$ cat config.mk
export PLATFORM = sky130hd
export DESIGN_NAME = mem_bus_arbiter_flat
export DESIGN_NICKNAME = d
export VERILOG_FILES = /design/src/rtl/mem_bus_arbiter_pkg.sv /design/src/rtl/mem_bus_arbiter_if.sv /design/src/rtl/mem_bus_arbiter_watchdog.sv /design/src/rtl/mem_bus_arbiter.sv /design/src/flat_wrapper.sv
export SDC_FILE = /design/constraint.sdc
export NUM_CORES = 1
export LEC_CHECK = 0
export ABC_AREA = 1
export BUFFER_PORTS_ARGS = -buffer_cell sky130_fd_sc_hd__clkbuf_2
export CAP_MARGIN = 20
export CELL_PAD_IN_SITES_DETAIL_PLACEMENT = 1
export CELL_PAD_IN_SITES_GLOBAL_PLACEMENT = 2
export CORE_UTILIZATION = 23
export CTS_CLUSTER_DIAMETER = 30
export DETAILED_ROUTE_END_ITERATION = 16
export PLACE_DENSITY_LB_ADDON = 0.25
export REMOVE_ABC_BUFFERS = 1
export SYNTH_ARGS = -nofsm -noshare
export SYNTH_HDL_FRONTEND = slang
export SYNTH_HIERARCHICAL = 1
export SYNTH_SLANG_ARGS = --single-unit
$ cat constraint.sdc
create_clock -name clk -period 1.8 [get_ports clk]
set_clock_uncertainty 0.15 [all_clocks]
set_input_delay 0.18 -clock clk [delete_from_list [all_inputs] [get_ports clk]]
set_output_delay 0.18 -clock clk [all_outputs]
set_load 0.1 [all_outputs]
$ cat src/rtl/mem_bus_arbiter_pkg.sv
// Shared types for the native memory bus: request payload, master index and
// arbiter state encoding. The core's memory interface uses the same request struct.
package mem_bus_pkg;

  localparam int ADDR_W = 32;
  localparam int DATA_W = 32;
  localparam int STRB_W = 4;

  typedef enum logic [1:0] {
    IDLE = 2'd0,
    BUSY = 2'd1,
    RESP = 2'd2
  } arb_state_t;

  typedef logic master_idx_t;

  typedef struct packed {
    logic              instr;
    logic [ADDR_W-1:0] addr;
    logic [DATA_W-1:0] wdata;
    logic [STRB_W-1:0] wstrb;
  } bus_req_t;

  // A tie goes to the master that did not own the bus last.
  function automatic master_idx_t rr_pick(input logic v0, input logic v1,
                                          input master_idx_t last);
    if (v0 && v1) return ~last;
    else if (v1)  return 1'b1;
    else          return 1'b0;
  endfunction

endpackage

$ cat src/rtl/mem_bus_arbiter_if.sv
// One memory-bus link: request payload travelling downstream, completion
// pulse and read data travelling back.
interface mem_bus_if;
  import mem_bus_pkg::*;

  // valid rises with req and both hold until the cycle after ready is sampled;
  // ready is a single-cycle completion pulse and rdata is meaningful only with it.
  logic              valid;
  bus_req_t          req;
  logic              ready;
  logic [DATA_W-1:0] rdata;

  modport master (output valid, req, input ready, rdata);
  modport slave  (input valid, req, output ready, rdata);

endinterface

$ cat src/rtl/mem_bus_arbiter_watchdog.sv
// Transaction watchdog: counts enabled cycles since the last clear and flags
// the cycle in which the budget runs out. TIMEOUT_CYCLES of 0 disarms it.
module bus_watchdog #(
  parameter int TIMEOUT_CYCLES = 1024,
  parameter int CNT_W          = 16
) (
  input  logic             clk,
  input  logic             reset,
  input  logic             clear,
  input  logic             enable,
  output logic             expire,
  output logic [CNT_W-1:0] count
);

  localparam bit ARMED = (TIMEOUT_CYCLES != 0);
  localparam logic [CNT_W-1:0] TERM =
    (TIMEOUT_CYCLES == 0) ? '0 : CNT_W'(TIMEOUT_CYCLES - 1);

  logic [CNT_W-1:0] count_q;

  // Counting stops at the terminal value, so the counter never wraps.
  assign expire = ARMED && enable && (count_q == TERM);
  assign count  = count_q;

  always_ff @(posedge clk or negedge reset) begin
    if (!reset) begin
      count_q <= '0;
    end else if (clear) begin
      count_q <= '0;
    end else if (ARMED && enable && !expire) begin
      count_q <= count_q + 1'b1;
    end
  end

endmodule

$ cat src/rtl/mem_bus_arbiter.sv
// Two-master round-robin arbiter for the native valid/ready memory bus, with a
// per-transaction watchdog that answers a stalled master with a synthetic fault.
module mem_bus_arbiter
  import mem_bus_pkg::*;
#(
  parameter int TIMEOUT_CYCLES = 1024,
  parameter int CNT_W          = 16
) (
  input  logic             clk,
  input  logic             reset,
  mem_bus_if.slave         m0,
  mem_bus_if.slave         m1,
  mem_bus_if.master        mem,
  output logic             m0_fault,
  output logic             m1_fault,
  output master_idx_t      grant,
  output arb_state_t       state,
  output logic [CNT_W-1:0] wd_count
);

  arb_state_t             state_q, state_n;
  logic                   mem_valid_q, mem_valid_n;
  bus_req_t               mem_req_q, mem_req_n;
  master_idx_t            grant_q, grant_n;
  master_idx_t            last_q, last_n;
  master_idx_t            pick;
  logic [1:0]             rsp_ready_q, rsp_ready_n;
  logic [1:0]             rsp_fault_q, rsp_fault_n;
  logic [1:0][DATA_W-1:0] rsp_rdata_q, rsp_rdata_n;
  logic                   wd_clear, wd_enable, wd_expire;

  assign pick      = rr_pick(m0.valid, m1.valid, last_q);
  assign wd_enable = (state_q == BUSY) && !mem.ready;

  bus_watchdog #(
    .TIMEOUT_CYCLES (TIMEOUT_CYCLES),
    .CNT_W          (CNT_W)
  ) u_watchdog (
    .clk    (clk),
    .reset  (reset),
    .clear  (wd_clear),
    .enable (wd_enable),
    .expire (wd_expire),
    .count  (wd_count)
  );

  always_ff @(posedge clk or negedge reset) begin
    if (!reset) begin
      state_q     <= IDLE;
      mem_valid_q <= 1'b0;
      mem_req_q   <= '0;
      grant_q     <= 1'b0;
      last_q      <= 1'b1;
      rsp_ready_q <= '0;
      rsp_fault_q <= '0;
      rsp_rdata_q <= '0;
    end else begin
      state_q     <= state_n;
      mem_valid_q <= mem_valid_n;
      mem_req_q   <= mem_req_n;
      grant_q     <= grant_n;
      last_q      <= last_n;
      rsp_ready_q <= rsp_ready_n;
      rsp_fault_q <= rsp_fault_n;
      rsp_rdata_q <= rsp_rdata_n;
    end
  end

  // Response signals default to zero every cycle, so they pulse for RESP only.
  always_comb begin
    state_n     = state_q;
    mem_valid_n = mem_valid_q;
    mem_req_n   = mem_req_q;
    grant_n     = grant_q;
    last_n      = last_q;
    rsp_ready_n = '0;
    rsp_fault_n = '0;
    rsp_rdata_n = '0;
    wd_clear    = 1'b0;

    case (state_q)
      IDLE: begin
        if (m0.valid || m1.valid) begin
          mem_req_n   = pick ? m1.req : m0.req;
          mem_valid_n = 1'b1;
          grant_n     = pick;
          last_n      = pick;
          wd_clear    = 1'b1;
          state_n     = BUSY;
        end
      end
      BUSY: begin
        if (mem.ready) begin
          mem_valid_n          = 1'b0;
          rsp_ready_n[grant_q] = 1'b1;
          rsp_rdata_n[grant_q] = mem.rdata;
          state_n              = RESP;
        end else if (wd_expire) begin
          mem_valid_n          = 1'b0;
          rsp_ready_n[grant_q] = 1'b1;
          rsp_fault_n[grant_q] = 1'b1;
          state_n              = RESP;
        end
      end
      // RESP never grants: the finishing master drops valid during it.
      RESP: state_n = IDLE;
      default: state_n = IDLE;
    endcase
  end

  assign mem.valid = mem_valid_q;
  assign mem.req   = mem_req_q;
  assign m0.ready  = rsp_ready_q[0];
  assign m0.rdata  = rsp_rdata_q[0];
  assign m1.ready  = rsp_ready_q[1];
  assign m1.rdata  = rsp_rdata_q[1];
  assign m0_fault  = rsp_fault_q[0];
  assign m1_fault  = rsp_fault_q[1];
  assign grant     = grant_q;
  assign state     = state_q;

endmodule

$ cat src/flat_wrapper.sv
// flat-port wrapper written by rule: the top's interface ports become plain ports
module mem_bus_arbiter_flat import mem_bus_pkg::*;
#(
  parameter int TIMEOUT_CYCLES = 1024,
  parameter int CNT_W          = 16
)
  (clk, reset, m0_fault, m1_fault, grant, state, wd_count, m0_valid, m0_req, m0_ready, m0_rdata, m1_valid, m1_req, m1_ready, m1_rdata, mem_valid, mem_req, mem_ready, mem_rdata);
  mem_bus_if m0_i ();
  mem_bus_if m1_i ();
  mem_bus_if mem_i ();
  input  logic clk;
  input  logic reset;
  output logic m0_fault;
  output logic m1_fault;
  output master_idx_t grant;
  output arb_state_t state;
  output logic [CNT_W-1:0] wd_count;
  input wire logic [$bits(m0_i.valid)-1:0] m0_valid;
  input wire logic [$bits(m0_i.req)-1:0] m0_req;
  output wire logic [$bits(m0_i.ready)-1:0] m0_ready;
  output wire logic [$bits(m0_i.rdata)-1:0] m0_rdata;
  input wire logic [$bits(m1_i.valid)-1:0] m1_valid;
  input wire logic [$bits(m1_i.req)-1:0] m1_req;
  output wire logic [$bits(m1_i.ready)-1:0] m1_ready;
  output wire logic [$bits(m1_i.rdata)-1:0] m1_rdata;
  output wire logic [$bits(mem_i.valid)-1:0] mem_valid;
  output wire logic [$bits(mem_i.req)-1:0] mem_req;
  input wire logic [$bits(mem_i.ready)-1:0] mem_ready;
  input wire logic [$bits(mem_i.rdata)-1:0] mem_rdata;
  assign m0_i.valid = m0_valid;
  assign m0_i.req = m0_req;
  assign m0_ready = m0_i.ready;
  assign m0_rdata = m0_i.rdata;
  assign m1_i.valid = m1_valid;
  assign m1_i.req = m1_req;
  assign m1_ready = m1_i.ready;
  assign m1_rdata = m1_i.rdata;
  assign mem_valid = mem_i.valid;
  assign mem_req = mem_i.req;
  assign mem_i.ready = mem_ready;
  assign mem_i.rdata = mem_rdata;
  mem_bus_arbiter #(.TIMEOUT_CYCLES(TIMEOUT_CYCLES), .CNT_W(CNT_W)) u_core (.clk(clk), .reset(reset), .m0(m0_i), .m1(m1_i), .mem(mem_i), .m0_fault(m0_fault), .m1_fault(m1_fault), .grant(grant), .state(state), .wd_count(wd_count));
endmodule
# Word-level counts from Yosys, hierarchy flattened
# Index checks and enable logic that the tools add are counted.
[totals]
rom_bits = 0
wordCells = 62
input_bits = 175
ff_bits = 158
ram_bits = 0
mem_count = 0
latch_bits = 0
output_inout_bits = 157
[op_classes]
div = 0
n_eq_ne = 4
n_shift = 0
mux = 26
n_reduce_logical = 14
magnitude_cmp = 2
add_sub_neg = 1
bitwise = 2
n_mul = 0
[op_table]
columns = ["operator", "count"]
rows = [
  ["$mux W64", 2],
  ["$mux W69", 1],
  ["$and A64 B64 Y64", 1],
  ["$demux W32 S1", 1],
  ["$mux W16", 2],
  ["$mux W32", 1],
  ["$add A16 B1 Y16 const B", 1],
  ["$eq A16 B10 Y1 const B", 1],
  ["$mux W2", 8],
  ["$mux W1", 8],
  ["$logic_and A1 B1 Y1", 5],
  ["$pmux W2 S2", 1],
  ["$reduce_and A2 Y1", 2],
  ["$reduce_bool A2 Y1", 2],
  ["$ne A3 B3 Y1 const B", 1],
  ["$reduce_and A3 Y1", 1],
  ["$eq A2 B1 Y1 const B", 1],
  ["$logic_not A1 Y1", 2],
  ["$logic_not A2 Y1", 1],
  ["$lt A1 B2 Y1 const B", 1],
  ["$ne A2 B1 Y1 const B", 1],
  ["$pmux W1 S2", 1],
  ["$demux W1 S1", 1],
  ["$ge A1 B1 Y1 const B", 1],
  ["other kinds (2)", 2],
]

# Longest topological paths before layout
# Gate-level depths: netlist of run 1.
[depth]
depth_word = 7
mapped_depth = 10
depth_no_buf = 10

# Hierarchy
# The synthesis of run 1 kept the hierarchy.
[by_module_without_submodules]
columns = ["module", "seq_area_each_um2", "n_inst", "cells_each", "area_per_inst_um2"]
rows = [
  ["mem_bus_arbiter", 3554.7, 1, 801, 6327.3],
  ["bus_watchdog", 400.4, 1, 163, 1093.5],
]

# Least setup slack after synthesis of run 1
# OpenSTA, ideal clock, no wires.
[synth_path]
kind = "reg2reg"
start = "reg u_core.u_watchdog.count_q[0], in the netlist u_core/u_watchdog/count[0]"
end = "reg u_core.mem_valid_q, in the netlist u_core/mem.valid"
arrival_ns = 2.199
n_path_buf = 0
required_ns = 1.528
path_stages_with_launch = 11
setup_time_ns = 0.122
path_slack_ns = -0.672
period_less_slack_ns = 2.472
path_cell_list = "dfrtp_1 -> ha_1 -> nand2_2 -> nor2_4 -> nand2_4 -> inv_2 -> nand2_1 -> nor2_1 -> o21ai_0 -> nand2_1 -> nand2_1"
[synth_between]
elab_chain_cells = 4
[synth_rtl]
columns = ["item", "line_no", "source"]
rows = [
  ["start: declaration", "mem_bus_arbiter_watchdog.sv:19", "logic [CNT_W-1:0] count_q;"],
  ["start signal: assignment", "mem_bus_arbiter_watchdog.sv:31", "count_q <= count_q + 1'b1;"],
  ["$eq A16 B10 Y1", "mem_bus_arbiter_watchdog.sv:22", "assign expire = ARMED && enable && (count_q == TERM);"],
  ["$logic_and A1 B1 Y1", "mem_bus_arbiter_watchdog.sv:22", ""],
  ["via u_core.wd_expire", "mem_bus_arbiter.sv:30", "logic wd_clear, wd_enable, wd_expire;"],
  ["$ne A3 B3 Y1 (no source line)", "-", ""],
  ["$reduce_and A3 Y1 (no source line)", "-", ""],
  ["end signal: assignment", "mem_bus_arbiter.sv:59", "mem_valid_q <= mem_valid_n;"],
  ["end: declaration", "mem_bus_arbiter.sv:22", "logic mem_valid_q, mem_valid_n;"],
]
# The timed path passes the listed nets, and every way through them passes these cells.
# A chain may end at the register's enable or synchronous reset.

# Worst setup path after layout of run 1
[layout_path]
start = "reg u_core.state_q[1], in the netlist u_core/state[1]"
end = "reg u_core.mem_req_q, in the netlist u_core/mem.req[5]"
[layout_between]
elab_chain_cells = 2
[layout_rtl]
columns = ["item", "line_no", "source"]
rows = [
  ["start: declaration", "mem_bus_arbiter.sv:21", "arb_state_t state_q, state_n;"],
  ["start signal: assignment", "mem_bus_arbiter.sv:58", "state_q <= state_n;"],
  ["$logic_not A2 Y1", "mem_bus_arbiter.sv:81", "case (state_q)"],
  ["$reduce_and A2 Y1 (no source line)", "-", ""],
  ["end signal: assignment", "mem_bus_arbiter.sv:60", "mem_req_q <= mem_req_n;"],
  ["end: declaration", "mem_bus_arbiter.sv:23", "bus_req_t mem_req_q, mem_req_n;"],
]
# No other way between the ends.

==> flow_summary_export.csv, run 1 <==
group,metric,value,unit
critical_path,worst-r2r-cell-count,7,
floorplanning,chipWidth,182,µm
floorplanning,row_count,65,
critical_path,cp_num_cells,7,
logic_synthesis,syn_area,0.00742,mm²
critical_path,worst-setup-path-type,"reg2reg",
clock_network,clock_latency,430,ps
cells_and_area,drive_gt1_share,28.6,%
cells_and_area,ff_latch_area,0.00396,mm²
critical_path,rr_endpoint,"u_core/mem.req[5]",
place,dp.cells,1688,
clock_network,cts_made_buffers,17,
critical_path,slowest_delay,380,ps
logic_synthesis,synth_cell_types,24,
critical_path,path_cells,"inv_1 -> nand2_1 -> nor2_4 -> inv_2 -> buf_12 -> nand2_1 -> nand2_1",
global_route,grtUsageTotal,18.7,%
critical_path,crit_path_frequent_cell,"nand2_1",
logic_synthesis,synth_top_area_cell,"dfrtp_1",
critical_path,critPathCaptureType,"register",
routing,vias,8102,
global_route,grt_pass1_vias,8790,
critical_path,cp_data_required_time,1970,ps
cells_and_area,final_common_cell,"clkbuf_2",
critical_path,cp.buffers_inverters,3,
place,hpwl,20.4,mm
timing,period_share,96.5,%
cells_and_area,final_cell_mix,"clkbuf_2 (326), nand2_1 (279), inv_1 (188)",
global_route,grt_max_degree,70,
worst_hold_path,hold_end,"u_core/mem.req[11]",
pwr,ir_drop,0.615,mV
clock_network,cts.clk_slew.worst_paths,70,ps
critical_path,crit_slowest_cell,"dfrtp_1",
place,gp_congestion,0.757,
cells_and_area,final_area,0.0121,mm²
routing,drt_iter0_markers,236,
cells_and_area,nets,1655,
logic_synthesis,yosys_warnings,6,
pwr,swShare,60.3,%
pwr,power-per-cell-area,1810,mW/mm²
timing,max_freq,576,MHz
timing,rsz0062_at_grt,"yes",
clock_network,cts_buffer_depth,2,
timing,setup_viol,0,
timing,slew_headroom,54.0,%
clock_network,root_buffer,"clkbuf_16",
floorplanning,core_area,0.0316,mm²
timing,finalHoldViolations,0,
timing,period_needed,1740,ps
place,port_buffers,331,
worst_hold_path,hold_start,"m1_req[11]",
clock_network,htreeDepth,4,
routing,wl_per_cell,16.2,µm
cells_and_area,synthToLayoutAreaGrowth,63.3,%
logic_synthesis,postSynthAreaPerCell,7.70,µm²
timing,finalMaxSlewViolations,0,
global_route,antenna_found_initial,1,
cells_and_area,fill_cells,3896,
critical_path,startpoint_type,"register",
critical_path,worstPathArrival,1910,ps
job,drv_cap,0,
worst_hold_path,worstHoldPathCells,5,
pwr,p_leak,6.97,nW
logic_synthesis,synth_top_cell_area_share,52.9,%
critical_path,critPathMaxFanout,69,
critical_path,cp_top_family,"simple AND/OR/NAND/NOR gates",
logic_synthesis,synth_area_leaders,"dfrtp_1 (53%), nand2_1 (14%), nand3_1 (10%)",
critical_path,r2r-start,"u_core/state[1]",
pwr,internal-power,8.68,mW
routing,via_per_inst,4.28,
pwr,share_seq_of_total_power,23.6,%
pwr,power,21.9,mW
global_route,grt_pass1_wl,48.0,mm
cells_and_area,finalNonFillerCells,1895,
routing,drc,0,
status,status,"complete, no violations",
timing,tightestPinTransition,690,ps
global_route,grt_overflow,0,
floorplanning,boundaryPins,332,
clock_network,tritoncts,"built",
routing,routed_wl,30.6,mm
cells_and_area,multi_input_area,0.00252,mm²
place,placed_cell_area,0.00981,mm²
routing,dr.pass1.iters,4,
worst_hold_path,hold_class,"in2reg",
clock_network,cts_sinks,158,
floorplanning,die-area,0.0330,mm²
routing,ant_nets,0,
critical_path,regToRegSetupSlack,60,ps
floorplanning,die-height,182,µm
logic_synthesis,synth-seq-cells,158,
pwr,power.switching,13.2,mW
logic_synthesis,ys_seq_area_share,53.3,%
floorplanning,initial_core_util,23.5,%
pwr,combPwrFrac,60.1,%
pwr,p_clk_share,16.3,%
logic_synthesis,synthCells,964,
## worst max-delay path by stage
stage,from,endpoint
3_3_place_gp,u_core/u_watchdog/count[0],u_core/mem.valid
3_5_place_dp,u_core/u_watchdog/count[0],u_core/mem.valid
2_1_floorplan,u_core/state[0],u_core/u_watchdog/count[12]
5_1_grt,u_core/state[1],u_core/mem.req[39]
6_report,u_core/state[1],u_core/mem.req[5]
4_1_cts,u_core/u_watchdog/count[12],wd_count[12]
## cell type report
type	count	share of cell area (%)
flip-flops and latches	158	32.6
clock buffers	19	3.65
well taps	402	4.15
repair buffers	548	31.8
multi-input cells	561	20.8
clock inverters	13	0.970
inverters	193	6.01
diodes	1	0.0206
## sequential cells by signal (all words and copies together) (netlist names)
register                 flops
u_core/grant                 1
u_core/last_q                1
u_core/m0.rdata             32
u_core/m1.rdata             32
u_core/mem.req              69
u_core/mem.valid             1
u_core/rsp_fault_q           2
u_core/rsp_ready_q           2
u_core/state                 2
u_core/u_watchdog/count     16
## power by group through the flow
stage               Clock [mW]  Combinational [mW]  Sequential (mW)
finish                    3.57                13.1             5.17
global route              3.81                13.8             5.31
CTS                       3.69                13.2             5.18
detailed placement           0                12.9             5.24
global placement             0                12.8             5.21
floorplan                    0                2.18             12.7
## logic make-up (layout without fill, tap and decap cells)
logic type,Yosys count,count (layout),share of synthesized area (%)
AO/OA/AOI/OAI,8,8,0.573
adder cells (fa/ha/maj),1,1,0.169
flip-flops,158,158,53.3
other,0,1,0
AND/OR/NAND/NOR,545,545,32.3
XOR/XNOR,7,7,0.826
buffers and inverters,245,773,12.8
## worst reg2reg max path: stages (launching register included)
cell,delay (ps)
dfrtp_1,380
inv_1,110
nand2_1,100
nor2_4,250
inv_2,130
buf_12,190
nand2_1,250
nand2_1,70
## stage by stage
step           setup slack, ps  hold slack [ps]  util [%]  setup TNS [ps]
3_5_place_dp              55.6             32.2      31.0               0
2_1_floorplan            -1580             -266         -         -173850
6_report                  63.1             19.4      38.3               0
5_1_grt                  -14.0             52.6      38.3           -47.8
3_3_place_gp              53.4             25.7      31.0               0
4_1_cts                   4.61             5.97      38.2               0
## what timing repair did
item / CTS / global route
setup buffers: 0 / 3
setup endpoints to repair: 0 / 22
gates resized for setup: 0 / 10
hold buffers: 171 / 0
endpoints found under the hold margin: 252 / 0
## per-layer routing
layer  wire, µm  GRT usage (%)  vias up
met3       2190           5.94       36
met2      14100           30.8      265
li1           -              -     3958
met1      13800           23.4     3843
met4        592           5.56        0
met5          0              0        -
## cells in the mapped netlist (all sizes together)
master,n
dfstp,1
xor2,7
clkinv,1
nand2,284
dfrtp,157
nand3,150
nor2,35
clkbuf,16
nand4,12
o21ai,7
o21bai,1
inv,192
ha,1
buf,36
nor3,64
Note: power is estimated with default switching activity, not from simulation.
==> inputs of run 2 (changes only) <==
CORE_UTILIZATION = 25   (was 23)
clock period = 1.7 ns   (was 1.8 ns; I/O delays follow)
==> flow_summary_export.csv, run 2 (same netlist as run 1, synthesis figures left out) <==
group,metric,value,unit
timing,period_share,96.8,%
timing,period_needed,1650,ps
place,placed_cell_area,0.00987,mm²
pwr,power,23.7,mW
critical_path,r2r-start,"u_core/u_watchdog/count[0]",
critical_path,worst-setup-path-type,"reg2out",
cells_and_area,final_area,0.0124,mm²
routing,dr.pass1.iters,4,
floorplanning,die-area,0.0304,mm²
floorplanning,row_count,62,
place,port_buffers,331,
routing,wl_per_cell,16.0,µm
timing,finalMaxSlewViolations,0,
clock_network,root_buffer,"clkbuf_16",
job,drv_cap,0,
routing,ant_nets,0,
critical_path,critPathMaxFanout,5,
timing,slew_headroom,60.6,%
routing,vias,8231,
cells_and_area,synthToLayoutAreaGrowth,67.4,%
critical_path,crit_slowest_cell,"dfrtp_1",
critical_path,cp.buffers_inverters,3,
clock_network,tritoncts,"built",
cells_and_area,nets,1669,
status,status,"complete, no violations",
global_route,grt_overflow,0,
floorplanning,initial_core_util,25.6,%
cells_and_area,final_common_cell,"clkbuf_2",
global_route,grtUsageTotal,19.9,%
cells_and_area,final_cell_mix,"clkbuf_2 (313), nand2_1 (274), inv_1 (189)",
global_route,grt_pass1_wl,47.7,mm
critical_path,critPathCaptureType,"output pin",
floorplanning,chipWidth,174,µm
cells_and_area,final_util,42.9,%
critical_path,cp_top_family,"buffers and inverters",
cells_and_area,largest_register_ffs,69,
place,hpwl,20.1,mm
clock_network,cts.clk_slew.worst_paths,80,ps
global_route,grt_pass1_vias,9029,
floorplanning,boundaryPins,332,
routing,drc,0,
critical_path,path_cells,"buf_4 -> buf_4 -> buf_4",
critical_path,rr_endpoint,"u_core/state[0]",
pwr,p_leak,7.12,nW
timing,setup_viol,0,
routing,routed_wl,30.2,mm
global_route,grt_max_degree,66,
worst_hold_path,hold_class,"in2async",
place,gp_congestion,0.799,
floorplanning,core_area,0.0289,mm²
critical_path,cp_data_required_time,1380,ps
timing,finalHoldViolations,0,
cells_and_area,drive_gt1_share,29.9,%
pwr,ir_drop,1.01,mV
routing,via_per_inst,4.35,
routing,drt_iter0_markers,305,
pwr,power-per-cell-area,1910,mW/mm²
critical_path,regToRegSetupSlack,70,ps
timing,max_freq,607,MHz
clock_network,clock_latency,430,ps
clock_network,htreeDepth,4,
timing,fin_setup_tns,0,ps
clock_network,cts_buffer_depth,2,
critical_path,slowest_delay,390,ps
floorplanning,die-height,174,µm
critical_path,startpoint_type,"register",
critical_path,worst-r2r-cell-count,11,
critical_path,worstPathArrival,1330,ps
timing,tightestPinTransition,593,ps
global_route,antenna_found_initial,1,
clock_network,cts_sinks,158,
clock_network,cts_made_buffers,17,
timing,rsz0062_at_grt,"yes",
critical_path,crit_path_frequent_cell,"buf_4",
run 2: cell count changes in the layout (fill, tap and decap cells not counted), moves of 3 or more:
cell | before | now
nand2_2 | 4 | 8
buf_4 | 35 | 47
nand2_1 | 279 | 274
clkbuf_2 | 326 | 313
nor2_1 | 27 | 24
clkbuf_4 | 2 | 12
clkinvlp_4 | 3 | 0
buf_6 | 2 | 5
clkinv_8 | 0 | 8
run 2: per-stage QoR:
stage / worst slack, ps / hold slack [ps] / cells
after global placement: -5.27 / -17.4 / 1677
after global routing: -25.4 / 101 / 1891
after detailed placement: -84.6 / -9.10 / 1677
after floorplan: -1680 / -276 / 912
after CTS: 17.8 / 75.1 / 1881
final: 53.9 / 76.3 / 1891
run 2: metal layers:
metal	track usage [%]	vias to the layer above	wire, µm	part of all wire (%)
met3	4.99	44	1900	6.3
met2	33.4	264	14200	47
met4	7.24	0	811	2.7
met1	24.6	3943	13300	44
met5	0	-	0	0
li1	-	3980	-	-
run 2: worst register-to-register path: stages, from the launching register on:
cell and delay [ps]:
dfrtp_1 360, ha_2 190, nand2_2 70, nor2_4 130
nand2_4 80, inv_4 70, nand2_4 60, nor2_4 120
buf_4 120, inv_1 40, nand3_1 70, nand2_1 50
run 2: worst max-delay path by stage:
stage,start,to,slack [ps],depth (start not counted)
6_report,u_core/u_watchdog/count[0],wd_count[0],50,3
3_3_place_gp,u_core/u_watchdog/count[0],u_core/mem.valid,-5,10
4_1_cts,u_core/u_watchdog/count[0],u_core/mem.valid,20,10
2_1_floorplan,u_core/state[0],u_core/u_watchdog/count[12],-1680,7
5_1_grt,u_core/u_watchdog/count[12],u_core/u_watchdog/count[12],-30,10
3_5_place_dp,u_core/u_watchdog/count[0],u_core/mem.valid,-80,10
run 2: power breakdown:
part           leakage (nW)  total (mW)  switching [mW]  internal (mW)
logic                  4.76        14.2            11.6           2.53
registers              2.05        5.50           0.620           4.88
clock network         0.305        4.07            2.03           2.04
run 2: layout make-up:
type | count | area [µm²]
Sequential cell | 158 | 3960
Inverter | 193 | 727
Antenna cell | 1 | 2.50
Tap cell | 384 | 480
Clock inverter | 15 | 211
Clock buffer | 17 | 425
Fill cell | 3575 | 16500
Multi-Input combinational cell | 561 | 2570
Timing Repair Buffer | 562 | 4050
run 2: repair_timing:
| item | in CTS | in global routing |
|---|---|---|
| resized for setup | 15 | 22 |
| pin swaps | 0 | 9 |
| hold buffers | 172 | 0 |
| setup endpoints to repair | 18 | 79 |
| hold endpoints to repair | 295 | 0 |
| gates cloned | 0 | 1 |
| buffers inserted | 0 | 8 |
==> inputs of run 3 (changes only) <==
ABC_AREA = not set   (was 1)
CORE_UTILIZATION = 30   (was 25)
==> flow_summary_export.csv, run 3 <==
group,metric,value,unit
critical_path,cp_top_family,"simple AND/OR/NAND/NOR gates",
floorplanning,die-height,158,µm
critical_path,startpoint_type,"register",
cells_and_area,final_common_cell,"clkbuf_2",
timing,period_share,121,%
timing,finalHoldViolations,0,
status,violations,"setup timing",
logic_synthesis,yosys_warnings,6,
critical_path,worst-setup-path-type,"reg2reg",
global_route,grt_pass1_wl,42.5,mm
logic_synthesis,postSynthAreaPerCell,15.2,µm²
place,dp.cells,1165,
logic_synthesis,ys_seq_area_share,54.5,%
logic_synthesis,synth_top_cell_area_share,54.1,%
pwr,p_leak,6.77,nW
clock_network,htreeDepth,4,
pwr,power-per-cell-area,1950,mW/mm²
floorplanning,boundaryPins,332,
critical_path,critPathMaxFanout,4,
clock_network,clock_latency,420,ps
routing,vias,6322,
global_route,grt_overflow,0,
routing,wl_per_cell,20.7,µm
logic_synthesis,synth_fa_ha_area_share,0.172,%
logic_synthesis,synthCells,479,
job,drv_cap,0,
global_route,grtUsageTotal,23.2,%
logic_synthesis,synth_cell_types,41,
routing,ant_nets,0,
logic_synthesis,yosysMostFrequentCell,"dfrtp_1",
timing,max_freq,484,MHz
critical_path,path_cells,"nor3b_2 -> buf_4 -> nand3_4 -> or4_4 -> or3_4 -> a21oi_2",
clock_network,tritoncts,"built",
cells_and_area,fill_cells,2444,
status,status,"complete, but fails checks",
floorplanning,initial_core_util,30.7,%
timing,fin_ws,-365,ps
logic_synthesis,synthXorXnorAreaFrac,0.483,%
cells_and_area,final_cell_mix,"clkbuf_2 (311), dlygate4sd3_1 (174), dfrtp_1 (156)",
global_route,grt_pass1_vias,7458,
routing,drc,0,
critical_path,worstPathArrival,2260,ps
timing,setup_viol,92,
clock_network,cts.clk_slew.worst_paths,80,ps
timing,tightestPinTransition,600,ps
critical_path,slowest_delay,460,ps
logic_synthesis,synth_compound_area_share,2.53,%
logic_synthesis,synth_top_flop_cell,"dfrtp_1",
place,gp_congestion,0.797,
global_route,antenna_found_initial,1,
pwr,ir_drop,1.34,mV
routing,dr.pass1.iters,4,
clock_network,cts_made_buffers,17,
logic_synthesis,synth_top_family_by_area,"multiplexers",
cells_and_area,nets,1256,
logic_synthesis,synthSimpleGateAreaFrac,9.58,%
timing,slew_headroom,60.2,%
place,pre_cts_slack,-574,ps
cells_and_area,largest_register_ffs,69,
logic_synthesis,synthMuxAreaShare,29.0,%
critical_path,critPathCaptureType,"register",
logic_synthesis,synth-async-reset-ratio,100,%
worst_hold_path,hold_class,"in2async",
critical_path,cp.buffers_inverters,1,
floorplanning,core_area,0.0236,mm²
floorplanning,chipWidth,158,µm
logic_synthesis,synth_area_leaders,"dfrtp_1 (54%), mux2_4 (29%), and2_1 (5.5%)",
routing,routed_wl,29.3,mm
critical_path,cp_data_required_time,1900,ps
timing,finalMaxSlewViolations,0,
logic_synthesis,syn_area,0.00726,mm²
cells_and_area,drive_gt1_share,60.0,%
logic_synthesis,synth_edf_count,0,
global_route,grt_max_degree,53,
cells_and_area,final_util,55.4,%
floorplanning,die-area,0.0248,mm²
timing,hold_ws,48.5,ps
place,hpwl,16.2,mm
routing,drt_iter0_markers,194,
cells_and_area,finalNonFillerCells,1415,
routing,via_per_inst,4.47,
floorplanning,row_count,56,
critical_path,crit_slowest_cell,"or4_4",
timing,rsz0062_at_grt,"yes",
cells_and_area,synthToLayoutAreaGrowth,80.2,%
logic_synthesis,synth-seq-cells,158,
logic_synthesis,synth_top_area_cell,"dfrtp_1",
clock_network,cts_buffer_depth,2,
timing,period_needed,2060,ps
place,port_buffers,331,
clock_network,root_buffer,"clkbuf_16",
pwr,power,25.5,mW
clock_network,cts_sinks,158,
logic_synthesis,synth_common_cells,"dfrtp_1 (157), mux2_4 (138), and2_1 (64), nor2_1 (14), a21oi_1 (10)",
[run 3: cell count changes after synthesis, sizes merged, moves of 19 or more]
cell and delta:
and2 +64, buf -19, inv -186, mux2 +140
nand2 -278, nand3 -145, nor2 -21, nor3 -63
[run 3: cell type report]
class,instances,area [µm²],area share [%]
antenna,3,7.51,0.0574
clock buffer,17,425,3.25
inverter,6,22.5,0.172
sequential,158,3960,30.2
tap,319,399,3.05
multi-input combinational,290,3270,25.0
clock inverter,15,208,1.59
timing repair buffer,607,4790,36.6
[run 3: cells by family (layout without fill, tap and decap cells)]
kind of cell | count (synthesis) | in the layout
flops | 158 | 158
compound gates | 27 | 27
other cells | 0 | 3
buf+inv | 31 | 645
simple gates | 117 | 117
fa+ha+maj | 1 | 1
xor+xnor | 4 | 4
mux | 141 | 141
[run 3: path summary, 6_finish.rpt]
kind	from	endpoint	slack, ps	depth (start not counted)
setup / recovery	u_core/state[1]	u_core/u_watchdog/count[15]	-360	6
hold / removal	reset	u_core/mem.req[30]	50	2
setup reg to reg	u_core/state[1]	u_core/u_watchdog/count[15]	-360	6
hold reg to reg	u_core/mem.req[29]	u_core/mem.req[29]	360	1
max in group asynchronous	reset	u_core/last_q	730	3
min in group clk	mem_ready	u_core/rsp_fault_q[1]	150	6
[run 3: through the flow]
step                      setup TNS (ps)  instance area, µm²
after floorplan                  -185030                7010
after global placement            -15330                9710
after detailed placement          -18000                9710
after CTS                         -18680               13000
after global routing              -20240               13100
final                             -15850               13100
[run 3: report_power, final]
| group | switching (mW) | internal (mW) | leakage (nW) |
|---|---|---|---|
| Clock | 1.88 | 2.16 | 0.307 |
| Combinational | 11.2 | 4.65 | 4.44 |
| Sequential | 0.712 | 4.89 | 2.02 |
[run 3: routing by layer]
layer  GRT usage, %  vias up  wire length [µm]
met5              0        -                 0
met2           43.5      255             16000
met4           10.3        0              1130
met3           6.83       59              1640
met1           23.7     3138             10500
li1               -     2870                 -
[run 3: repair_timing]
item / in CTS / in global routing
resized for setup: 91 / 42
pin swaps: 33 / 18
hold buffers: 174 / 0
gates cloned: 14 / 3
buffers inserted: 31 / 10
endpoints found under the setup margin: 106 / 157
endpoints found under the hold margin: 292 / 0
